<file path="src/rtl/regfile_sb.sv">
// Two-read / one-write register file with r0 hardwired to zero, a clear sweep after reset,
// and a per-register busy scoreboard. Define REGFILE_WRITE_BYPASS_EN for same-cycle write-to-read forwarding.
module regfile_sb #(
  parameter int DATA_W = 32,
  parameter int ADDR_W = 5
) (
  input  logic              clk,
  input  logic              rst,
  input  logic [ADDR_W-1:0] read_reg1,
  input  logic [ADDR_W-1:0] read_reg2,
  output logic [DATA_W-1:0] read_data1,
  output logic [DATA_W-1:0] read_data2,
  input  logic [ADDR_W-1:0] write_reg,
  input  logic [DATA_W-1:0] write_data,
  input  logic              RegWrite,
  input  logic              busy_set,
  input  logic [ADDR_W-1:0] busy_reg,
  output logic              busy1,
  output logic              busy2,
  output logic              ready
);
  localparam int DEPTH = 2 ** ADDR_W;

  typedef enum logic {CLEAR, RUN} state_t;

  state_t            r_state;
  state_t            w_state_next;
  logic [ADDR_W-1:0] r_cnt;
  logic [DATA_W-1:0] r_mem [DEPTH];
  logic [DEPTH-1:0]  w_busy;
  logic              w_run;
  logic              w_we;
  logic [ADDR_W-1:0] w_waddr;
  logic [DATA_W-1:0] w_wdata;

  always_ff @(posedge clk) begin
    if (rst) r_state <= CLEAR;
    else     r_state <= w_state_next;
  end

  always_comb begin
    w_state_next = r_state;
    case (r_state)
      CLEAR:   if (r_cnt == '1) w_state_next = RUN;
      RUN:     w_state_next = RUN;
      default: w_state_next = CLEAR;
    endcase
  end

  // The sweep and architectural writes share the single memory write port.
  always_comb begin
    w_run   = (r_state == RUN);
    ready   = w_run;
    w_we    = 1'b0;
    w_waddr = r_cnt;
    w_wdata = '0;
    if (r_state == CLEAR) begin
      w_we = 1'b1;
    end else if (RegWrite && (write_reg != '0)) begin
      w_we    = 1'b1;
      w_waddr = write_reg;
      w_wdata = write_data;
    end
  end

  always_ff @(posedge clk) begin
    if (rst)                     r_cnt <= '0;
    else if (r_state == CLEAR)   r_cnt <= r_cnt + 1'b1;
  end

  always_ff @(posedge clk) begin
    if (!rst && w_we) r_mem[w_waddr] <= w_wdata;
  end

  for (genvar gi = 0; gi < DEPTH; gi++) begin : g_busy
    if (gi == 0) begin : g_zero
      assign w_busy[gi] = 1'b0;
    end else begin : g_bit
      logic r_bit;
      // A new producer supersedes a retiring one, so set takes priority over clear.
      always_ff @(posedge clk) begin
        if (rst) begin
          r_bit <= 1'b0;
        end else if (w_run) begin
          if (busy_set && (busy_reg == ADDR_W'(gi)))       r_bit <= 1'b1;
          else if (RegWrite && (write_reg == ADDR_W'(gi))) r_bit <= 1'b0;
        end
      end
      assign w_busy[gi] = r_bit;
    end
  end

  always_comb begin
    read_data1 = '0;
    read_data2 = '0;
    busy1      = 1'b0;
    busy2      = 1'b0;
    if (w_run) begin
      read_data1 = (read_reg1 == '0) ? '0 : r_mem[read_reg1];
      read_data2 = (read_reg2 == '0) ? '0 : r_mem[read_reg2];
      busy1      = w_busy[read_reg1];
      busy2      = w_busy[read_reg2];
`ifdef REGFILE_WRITE_BYPASS_EN
      if (w_we && (write_reg == read_reg1)) begin
        read_data1 = write_data;
        busy1      = 1'b0;
      end
      if (w_we && (write_reg == read_reg2)) begin
        read_data2 = write_data;
        busy2      = 1'b0;
      end
`endif
    end
  end
endmodule

</file>
<file path="config.mk">
export PLATFORM = sky130hd
export DESIGN_NAME = regfile_sb
export DESIGN_NICKNAME = d
export VERILOG_FILES = /design/src/rtl/regfile_sb.sv
export SDC_FILE = /design/constraint.sdc
export NUM_CORES = 1
export LEC_CHECK = 0
export ABC_AREA = 0
export ABC_CLOCK_PERIOD_IN_PS = 11700
export CAP_MARGIN = 20
export CORE_ASPECT_RATIO = 1.25
export CORE_MARGIN = 2
export CORE_UTILIZATION = 60
export DETAILED_ROUTE_END_ITERATION = 10
export PLACE_DENSITY = 0.78
export SLEW_MARGIN = 30
export SYNTH_ARGS = -nofsm -noshare
export SYNTH_HDL_FRONTEND = slang
export SYNTH_SLANG_ARGS = --single-unit
</file>
<file path="constraint.sdc">
create_clock -name clk -period 11.7 [get_ports clk]
set_clock_uncertainty 0.2 [all_clocks]
set_input_delay 2.34 -clock clk [delete_from_list [all_inputs] [get_ports clk]]
set_output_delay 2.34 -clock clk [all_outputs]
set_load 0.01 [all_outputs]
</file>
==> report_table.html <==
<table>
<tr><th>Metric</th><th>Value</th></tr>
<tr><th colspan="2">Critical path</th></tr>
<tr><td>Source of the critical timing path</td><td>read_reg1[2]</td></tr>
<tr><td>Arrival time of data at the critical path endpoint</td><td>5.81 ns</td></tr>
<tr><td>Top fanout value on the critical path</td><td>22</td></tr>
<tr><td>Critical path endpoint</td><td>read_data1[31]</td></tr>
<tr><td>Worst Path Class, Setup</td><td>in2out</td></tr>
<tr><td>Type of destination of the critical path</td><td>primary output</td></tr>
<tr><td>CP Data Required Time</td><td>9.16 ns</td></tr>
<tr><td>Launch instance of the worst register-to-register path</td><td>ready$_SDFF_PP0_</td></tr>
<tr><td>Logic depth of the worst register-to-register path</td><td>7</td></tr>
<tr><td>Startpoint class of the critical path</td><td>input pin</td></tr>
<tr><td>Critical register-to-register path endpoint</td><td>r_mem[1][20]$_DFFE_PP_</td></tr>
<tr><td>Setup slack on the worst flop-to-flop path</td><td>7.16 ns</td></tr>
<tr><th colspan="2">GRT</th></tr>
<tr><td>Vias in the first global route</td><td>29848</td></tr>
<tr><td>All-Layer GR Usage</td><td>34.8%</td></tr>
<tr><td>First-pass GRT wire length</td><td>206 mm</td></tr>
<tr><td>Total congestion overflow</td><td>0</td></tr>
<tr><td>Number of antenna violations at the first check in global routing</td><td>0</td></tr>
<tr><td>Largest net degree at the start of global routing</td><td>102</td></tr>
<tr><th colspan="2">Final layout</th></tr>
<tr><td>P&amp;R area growth vs syn</td><td>11.5%</td></tr>
<tr><td>Layout cells sized above 1</td><td>28.4%</td></tr>
<tr><td>Filler Cell Count</td><td>5023</td></tr>
<tr><td>Post-Route Utilization</td><td>67.2%</td></tr>
<tr><td>Nets@finish</td><td>2583</td></tr>
<tr><th colspan="2">Outcome</th></tr>
<tr><td>Run status</td><td>complete, no violations</td></tr>
<tr><th colspan="2">Synth</th></tr>
<tr><td>Part of the Yosys area used for sequential elements</td><td>64.4%</td></tr>
<tr><td>Yosys synthesis warning count</td><td>0</td></tr>
<tr><td>Net count after synthesis</td><td>2470</td></tr>
<tr><td>Biggest area consumer among synthesized cells</td><td>sky130_fd_sc_hd__edfxtp_1</td></tr>
<tr><td>Number of storage elements in the synthesis netlist</td><td>1061</td></tr>
<tr><td>Cells after synthesis</td><td>2412</td></tr>
<tr><td>Most instantiated library cell after synthesis</td><td>sky130_fd_sc_hd__edfxtp_1</td></tr>
<tr><td>EDFF count, synth</td><td>1024</td></tr>
<tr><td>Dominant cells by area after synthesis</td><td>sky130_fd_sc_hd__edfxtp_1 (63%), sky130_fd_sc_hd__mux4_2 (20%), sky130_fd_sc_hd__mux4_1 (5.1%)</td></tr>
<tr><td>Number of distinct library cells after synthesis</td><td>57</td></tr>
<tr><td>Most frequent cells after synthesis</td><td>sky130_fd_sc_hd__edfxtp_1 (1024), sky130_fd_sc_hd__mux4_2 (430), sky130_fd_sc_hd__a22oi_1 (256)</td></tr>
<tr><td>Top cell type's share of synthesized area</td><td>62.9%</td></tr>
<tr><td>Top_reg_cell synth</td><td>sky130_fd_sc_hd__edfxtp_1</td></tr>
<tr><td>Post-Synthesis Mean Instance Area</td><td>20.3 um^2</td></tr>
<tr><td>Proportion of synthesized flip-flops having asynchronous set or reset</td><td>0%</td></tr>
<tr><td>Post-synth design cell area</td><td>48900 um^2</td></tr>
<tr><th colspan="2">Drt</th></tr>
<tr><td>Post-detailed-route count of antenna-violating nets</td><td>0</td></tr>
<tr><td>First DRT Iteration DRCs</td><td>4833</td></tr>
<tr><td>Detailed Route WL</td><td>144 mm</td></tr>
<tr><td>Total iterations of the first detailed-routing run</td><td>6</td></tr>
<tr><td>Routed wire length per instance</td><td>39.3 um</td></tr>
<tr><td>Via density per instance</td><td>7.93</td></tr>
<tr><td>Residual DRC count</td><td>0</td></tr>
<tr><td>Via Count</td><td>29152</td></tr>
<tr><th colspan="2">Timing</th></tr>
<tr><td>Highest attainable clock frequency</td><td>120 MHz</td></tr>
<tr><td>Headroom to the max-slew limit</td><td>31.0%</td></tr>
<tr><td>Unrepaired setup endpoints after global routing</td><td>no</td></tr>
<tr><td>Final count of pins violating max slew</td><td>0</td></tr>
<tr><td>Worst Tran Pin Value</td><td>1.03 ns</td></tr>
<tr><td>Ratio of final minimum period to clock period</td><td>71.4%</td></tr>
<tr><td>Total negative slack for setup checks</td><td>0 ns</td></tr>
<tr><td>Final count of negative-setup-slack endpoints</td><td>0</td></tr>
<tr><td>Fin. Hold Viols</td><td>0</td></tr>
<tr><td>Final worst hold slack</td><td>0.295 ns</td></tr>
<tr><td>Final critical delay including setup and external delays</td><td>8.35 ns</td></tr>
<tr><th colspan="2">Floorplanning</th></tr>
<tr><td>Die Ht</td><td>323 um</td></tr>
<tr><td>Number of placement rows</td><td>117</td></tr>
<tr><td>Starting density of the core</td><td>60.3%</td></tr>
<tr><td>Total Die Area</td><td>83800 um^2</td></tr>
<tr><td>CORE AREA</td><td>81100 um^2</td></tr>
<tr><td>Boundary pin count</td><td>123</td></tr>
<tr><td>X dimension of the die</td><td>259 um</td></tr>
<tr><th colspan="2">CTS</th></tr>
<tr><td>Clock transition at the registers of the reported paths</td><td>0.06 ns</td></tr>
<tr><td>TritonCTS clock tree</td><td>yes</td></tr>
<tr><td>Count of buffers added by post-CTS timing repair for setup</td><td>0</td></tr>
<tr><td>Source-to-sink clock delay at the later pin of the worst-skew pair</td><td>0.68 ns</td></tr>
<tr><td>Number of sinks driven by the clock tree</td><td>1061</td></tr>
<tr><td>Number of H-tree levels</td><td>3</td></tr>
<tr><td>Hold Buf Count CTS</td><td>0</td></tr>
<tr><td>Clock tree buffer depth</td><td>3</td></tr>
<tr><td>CTS Root Buffer Type</td><td>sky130_fd_sc_hd__clkbuf_16</td></tr>
<tr><td>Number of clock buffers inserted by TritonCTS</td><td>97</td></tr>
<tr><td>Quantity of gates resized following cts</td><td>0</td></tr>
<tr><th colspan="2">Run</th></tr>
<tr><td>Max-capacitance violation count</td><td>0</td></tr>
<tr><th colspan="2">Power</th></tr>
<tr><td>Leak pwr</td><td>15.3 nW</td></tr>
<tr><td>Power per standard cell area</td><td>141 nW/um^2</td></tr>
<tr><td>Peak supply drop</td><td>0.112 mV</td></tr>
<tr><td>Total power after layout</td><td>0.00770 W</td></tr>
<tr><th colspan="2">Hold path</th></tr>
<tr><td>Hold Crit Class</td><td>reg2reg</td></tr>
<tr><td>Worst hold path depth</td><td>2</td></tr>
<tr><th colspan="2">Placed design</th></tr>
<tr><td>Final estimated routing congestion in global placement</td><td>0.854</td></tr>
<tr><td>Post-DP HPWL</td><td>78.1 mm</td></tr>
<tr><td>Port bufs</td><td>122</td></tr>
</table>
-- per-stage QoR --
step | cells | worst slack, ns | cell area (um^2)
finish | 3678 | 3.35 | 54500
global placement | 3496 | 3.51 | 51300
global route | 3677 | 3.39 | 54500
CTS | 3677 | 3.53 | 54500
detailed placement | 3497 | 3.51 | 51300
floorplan | 2412 | 5.43 | 48900
-- sequential cells by signal (all words and copies together) (netlist names) --
name	flops
g_busy.g_bit.r_bit	31
r_mem	1024
r_cnt	5
ready	1
-- worst max-delay path: stages --
cell and delay [ns]:
sky130_fd_sc_hd__clkdlybuf4s50_1 0.74, sky130_fd_sc_hd__nand2_1 0.31, sky130_fd_sc_hd__nor2_4 0.67, sky130_fd_sc_hd__buf_4 0.60, sky130_fd_sc_hd__a22oi_1 0.20, sky130_fd_sc_hd__nand4_1 0.32
sky130_fd_sc_hd__clkdlybuf4s50_1 0.60
-- cells by family after synthesis --
kind of cell / count (synthesis) / synth area share, %
muxes: 536 / 25.1
DFF: 1061 / 64.4
and+or+nand+nor: 269 / 2.96
xor gates and xnor gates: 3 / 0.0538
buffers and inverters: 197 / 2.44
AOI/OAI and AO/OA: 344 / 4.97
adders and majority gates: 2 / 0.0512
-- power breakdown --
| group | total (W) | internal [W] | switching (W) |
|---|---|---|---|
| Sequential | 0.00414 | 0.00413 | 0.0000132 |
| Clock | 0.00319 | 0.00177 | 0.00142 |
| Combinational | 0.000373 | 0.000174 | 0.000199 |
| Total | 0.00770 | 0.00607 | 0.00163 |
-- layer usage --
metal | GRT usage [%] | wire (um) | up-vias
met1 | 44.0 | 46300 | 14868
met3 | 8.95 | 18700 | 573
li1 | - | - | 10947
met2 | 55.5 | 70400 | 2764
met4 | 19.8 | 9080 | 0
met5 | 0 | 0 | -
-- area by class of cell --
cell class | instances | area [um^2] | share of cell area, %
timing repair buffer | 206 | 1920 | 3.52
clock inverter | 61 | 561 | 1.03
tap | 1071 | 1340 | 2.46
multi-input combinational | 1154 | 16600 | 30.5
sequential | 1061 | 31500 | 57.8
antenna | 1 | 2.50 | 0.00459
clock buffer | 119 | 2570 | 4.72
inverter | 5 | 18.8 | 0.0344
-- how the worst min path moves through the flow --
stage                                        startpoint                             endpoint
finish              g_busy[23].g_bit.r_bit$_SDFFE_PP0P_  g_busy[23].g_bit.r_bit$_SDFFE_PP0P_
CTS                 g_busy[16].g_bit.r_bit$_SDFFE_PP0P_  g_busy[16].g_bit.r_bit$_SDFFE_PP0P_
global route        g_busy[12].g_bit.r_bit$_SDFFE_PP0P_  g_busy[12].g_bit.r_bit$_SDFFE_PP0P_
global placement    g_busy[14].g_bit.r_bit$_SDFFE_PP0P_  g_busy[14].g_bit.r_bit$_SDFFE_PP0P_
floorplan           g_busy[18].g_bit.r_bit$_SDFFE_PP0P_  g_busy[18].g_bit.r_bit$_SDFFE_PP0P_
detailed placement  g_busy[16].g_bit.r_bit$_SDFFE_PP0P_  g_busy[16].g_bit.r_bit$_SDFFE_PP0P_
-- cell usage in the layout (no fill, tap or decap), types with 30 or more instances in the layout --
cell	instances
sky130_fd_sc_hd__a21oi_1	32
sky130_fd_sc_hd__a22oi_1	256
sky130_fd_sc_hd__and2_2	30
sky130_fd_sc_hd__buf_4	77
sky130_fd_sc_hd__clkbuf_16	100
sky130_fd_sc_hd__clkdlybuf4s50_1	118
sky130_fd_sc_hd__dfxtp_1	37
sky130_fd_sc_hd__edfxtp_1	1024
sky130_fd_sc_hd__mux4_1	94
sky130_fd_sc_hd__mux4_2	430
sky130_fd_sc_hd__nand2_1	37
sky130_fd_sc_hd__nand4_1	64
sky130_fd_sc_hd__o21ai_0	33
Power figures use the tool's default switching activity.
